==> src/rtl/ram_bridge.sv <==
// Bridge from the picorv32 native memory bus to a single-port synchronous word RAM.
// Each request becomes exactly one RAM cycle, followed by optional wait states and a
// one-cycle mem_ready. Requests outside the RAM window never reach the RAM; they set a
// sticky error flag and complete normally.
module ram_bridge #(
    parameter logic [31:0] BASE   = 32'h0000_0000,
    parameter int unsigned ADDR_W = 16,
    parameter int unsigned WAIT   = 0
) (
    input  logic              clk,
    input  logic              rst,
    input  logic              mem_valid,
    input  logic [31:0]       mem_addr,
    input  logic [31:0]       mem_wdata,
    input  logic [3:0]        mem_wstrb,
    output logic              mem_ready,
    output logic [31:0]       mem_rdata,
    output logic              ram_ce,
    output logic [3:0]        ram_wr,
    output logic [ADDR_W-1:0] ram_addr,
    output logic [31:0]       ram_d,
    input  logic [31:0]       ram_q,
    output logic              err,
    output logic [31:0]       err_addr
);

    typedef enum logic [1:0] {StIdle, StWait, StResp} state_e;

    // Counter load value so that WAIT cycles are spent in StWait.
    localparam logic [3:0] WaitLoad = (WAIT > 0) ? 4'(WAIT - 1) : 4'd0;

    state_e      state_q, state_d;
    logic [3:0]  cnt_q, cnt_d;
    logic        is_read_q, is_read_d;
    logic        oor_q, oor_d;
    logic        err_q, err_d;
    logic [31:0] err_addr_q, err_addr_d;
    logic        in_range;

    // Byte-lane address bits carry no meaning for a word RAM.
    logic        unused_addr;
    assign unused_addr = ^mem_addr[1:0];

    assign in_range = (mem_addr[31:ADDR_W+2] == BASE[31:ADDR_W+2]);

    // Address, data and strobes go straight through; only ram_ce qualifies the access.
    assign ram_addr = mem_addr[ADDR_W+1:2];
    assign ram_d    = mem_wdata;
    assign ram_wr   = mem_wstrb;
    assign err      = err_q;
    assign err_addr = err_addr_q;

    // State and capture registers with synchronous reset.
    always_ff @(posedge clk) begin
        if (rst) begin
            state_q    <= StIdle;
            cnt_q      <= 4'd0;
            is_read_q  <= 1'b0;
            oor_q      <= 1'b0;
            err_q      <= 1'b0;
            err_addr_q <= 32'h0;
        end else begin
            state_q    <= state_d;
            cnt_q      <= cnt_d;
            is_read_q  <= is_read_d;
            oor_q      <= oor_d;
            err_q      <= err_d;
            err_addr_q <= err_addr_d;
        end
    end

    // Next-state decode plus all bus-facing control outputs.
    always_comb begin
        state_d    = state_q;
        cnt_d      = cnt_q;
        is_read_d  = is_read_q;
        oor_d      = oor_q;
        err_d      = err_q;
        err_addr_d = err_addr_q;
        ram_ce     = 1'b0;
        mem_ready  = 1'b0;
        mem_rdata  = 32'h0;

        unique case (state_q)
            StIdle: begin
                if (mem_valid) begin
                    ram_ce    = in_range;
                    is_read_d = (mem_wstrb == 4'h0);
                    oor_d     = !in_range;
                    if (!in_range) begin
                        err_d = 1'b1;
                        // Keep the first offending address only.
                        if (!err_q) begin
                            err_addr_d = mem_addr;
                        end
                    end
                    if (WAIT > 0) begin
                        cnt_d   = WaitLoad;
                        state_d = StWait;
                    end else begin
                        state_d = StResp;
                    end
                end
            end
            StWait: begin
                if (cnt_q == 4'd0) begin
                    state_d = StResp;
                end else begin
                    cnt_d = cnt_q - 4'd1;
                end
            end
            StResp: begin
                mem_ready = 1'b1;
                if (is_read_q) begin
                    mem_rdata = oor_q ? 32'hFFFF_FFFF : ram_q;
                end
                state_d = StIdle;
            end
            default: state_d = StIdle;
        endcase
    end

endmodule

==> config.mk <==
export PLATFORM = sky130hd
export DESIGN_NAME = ram_bridge
export DESIGN_NICKNAME = d
export VERILOG_FILES = /design/src/rtl/ram_bridge.sv
export SDC_FILE = /design/constraint.sdc
export NUM_CORES = 1
export LEC_CHECK = 0
export CAP_MARGIN = 15
export CORE_ASPECT_RATIO = 2
export CORE_MARGIN = 10
export CORE_UTILIZATION = 33
export DETAILED_ROUTE_END_ITERATION = 12
export PLACE_DENSITY = 0.87
export SETUP_SLACK_MARGIN = 0.1
export SLEW_MARGIN = 20
export SYNTH_ARGS = -nofsm -noshare
export SYNTH_HDL_FRONTEND = slang
export SYNTH_SLANG_ARGS = --single-unit
export TNS_END_PERCENT = 5
==> constraint.sdc <==
create_clock -name clk -period 4.1 [get_ports clk]
set_clock_uncertainty 0.05 [all_clocks]
set_input_delay 0.615 -clock clk [delete_from_list [all_inputs] [get_ports clk]]
set_output_delay 0.615 -clock clk [all_outputs]
set_load 0.02 [all_outputs]
==> impl_metrics.ini <==
[yosys]
ys_warn_count = 0
ys_seq_area_share_pct = 31.03
syn_avg_cell_area_sq_um = 8.148
syn-cell-area_sq_mm = 0.002322
synth_nets = 388
yosys.cell_types.count = 19
synthTopCellsByArea = dfxtp_1, buf_4, nand2b_1
synth_seq_cells = 36
synth_top_area_share_pct = 31.03
syn_inst = 285
synth_area_leader_cell = dfxtp_1

[clock_tree]
cts-buffers-inserted = 5
cts_hold_buffers = 0
worst_skew_pair.late_latency_ps = 270
cts_tree = built
cts_buffer_depth = 2
post_cts_resized = 0
htree_levels = 2
root_buffer = clkbuf_16
post_cts_buffers = 0
cts_sinks = 36
clk_pin_slew_ps = 50

[cells_and_area]
final_common_cell = clkdlybuf4s50_1
syn_to_final_growth_pct = 58.51
final_cell_area_sq_mm = 0.003681
final_cell_count_no_fill = 472
drive_above_1_share_pct = 3.927
layout_common_cells = clkdlybuf4s50_1, nor2_1, nand2b_1
final_nets = 484
antenna_cells = 0

[routing]
drc = 0
ant_nets = 0
initialDrtViolationCount = 28
via_count = 2124
wl_per_cell_microns = 17.53
drt-pass1-iter-count = 4
via_per_inst = 4.500
drt_wl_total_microns = 8274

[hold_path]
min_to = is_read_q
hold_depth = 2
min_from = is_read_q
min_path_type = flop to flop

[floorplan]
die_x_microns = 79.32
pin_count = 222
core_area_sq_mm = 0.006887
dieArea_sq_mm = 0.01100
fp.dieH_microns = 138.6
rows = 43
initial_core_util_pct = 33.72

[power]
ir_drop_uv = 315.6
leakage_nw = 1.388
cellPowerDensity_mw_per_mm2 = 296.1

[global_route]
antenna_found_initial = 0
grt_pass1_vias = 2175
grt_usage_pct = 14.14
grt_max_degree = 39
grt_pass1_wl_microns = 12010
grt.overflow.total = 0

[worst_setup_path]
worst-path-max-fanout = 3
r2r_start = state_q[1]
crit_path_start_kind = input port
cp.arrival_ps = 2530
path_class = input port to output port
worstReg2RegEnd = err_addr[4]
cp-end-kind = output port
ff2ff_setup_slack_ps = 2250
required_ps = 3430
r2r.worst_path.cells = 4

[sta]
fin_crit_sh_pct = 78.04
setup_violations = 0
slew_viol_final = 0
final.setup.tns_ps = 0
slew_headroom_pct = 31.88
hold_viol = 0
holdWs_ps = 409.9
worst_pin_slew_ps = 1020
min_period_ps = 3199
max_freq_mhz = 312.6
grt_setup_unrepaired = no

[run_status]
status = finished clean

[job]
max_cap_viol_count = 0

[placement]
port_buffers = 157
gp_congestion = 0.9843
place_hpwl_microns = 7030
placed_area_sq_mm = 0.003513
dp_cells = 464
-- registers in the layout (all words and copies together) (netlist names) --
signal and flops:
err 1, state_q 1, is_read_q 1, err_addr 32
oor_q 1
-- layout make-up --
type	instances	area, sq um
multi-input cells	179	1094
flip-flops and latches	36	720.7
repair buffers	159	1587
clock buffers	5	125.1
clock inverters	3	42.54
fillers	653	3206
well taps	90	112.6
-- logic make-up (layout without fill, tap and decap cells) --
family / after synthesis / after routing / share of synthesized area [%]
buffers and inverters: 70 / 167 / 22.14
muxes: 32 / 32 / 13.79
AOI/OAI and AO/OA: 2 / 2 / 0.4311
DFF: 36 / 36 / 31.03
and+or+nand+nor: 145 / 145 / 32.60
-- synthesized netlist by cell type, drive strengths merged --
cell     n
a21oi    2
nor3     1
nand4    1
or2b     4
buf     57
nor2b    1
dfxtp   36
mux2i   32
clkbuf  13
nor4     4
nand2    3
nor3b    1
nor2    69
nand2b  61
-- where the power goes --
part	total, W	leakage (nW)	switching [W]	internal, W
Combinational	0.000269	1.01	0.000115	0.000153
Clock	0.000430	0.0798	0.000145	0.000285
Sequential	0.000392	0.295	0.0000184	0.000373
-- per-stage QoR --
step	setup slack, ps	total power [W]	util, %
2_1_floorplan	2086	0.0005820	-
3_3_place_gp	936.6	0.0006654	51.02
3_5_place_dp	898.9	0.0006715	51.02
4_1_cts	897.9	0.001113	53.45
5_1_grt	771.6	0.001139	53.45
6_report	900.5	0.001090	53.45
-- layer usage --
layer | vias to the layer above | wire length [microns] | track usage, %
met2 | 121 | 4341 | 26.22
met5 | - | 0 | 0
met3 | 30 | 838 | 6.169
met1 | 941 | 2704 | 11.65
li1 | 1032 | - | -
met4 | 0 | 390 | 8.167
-- worst max-delay path: stages --
cell	delay, ps
clkdlybuf4s50_1	430
nor4_2	380
nand4_1	270
nor2_1	210
clkdlybuf4s50_1	630
-- worst max path at each step --
stage,cells past startpoint,endpoint,start,slack (ps)
floorplan,3,ram_ce,mem_addr[26],2090
global placement,5,ram_ce,mem_addr[18],940
detailed placement,5,ram_ce,mem_addr[18],900
CTS,5,ram_ce,mem_addr[18],900
global route,5,ram_ce,mem_addr[18],770
finish,5,ram_ce,mem_addr[18],900
Note: power is estimated with default switching activity, not from simulation.
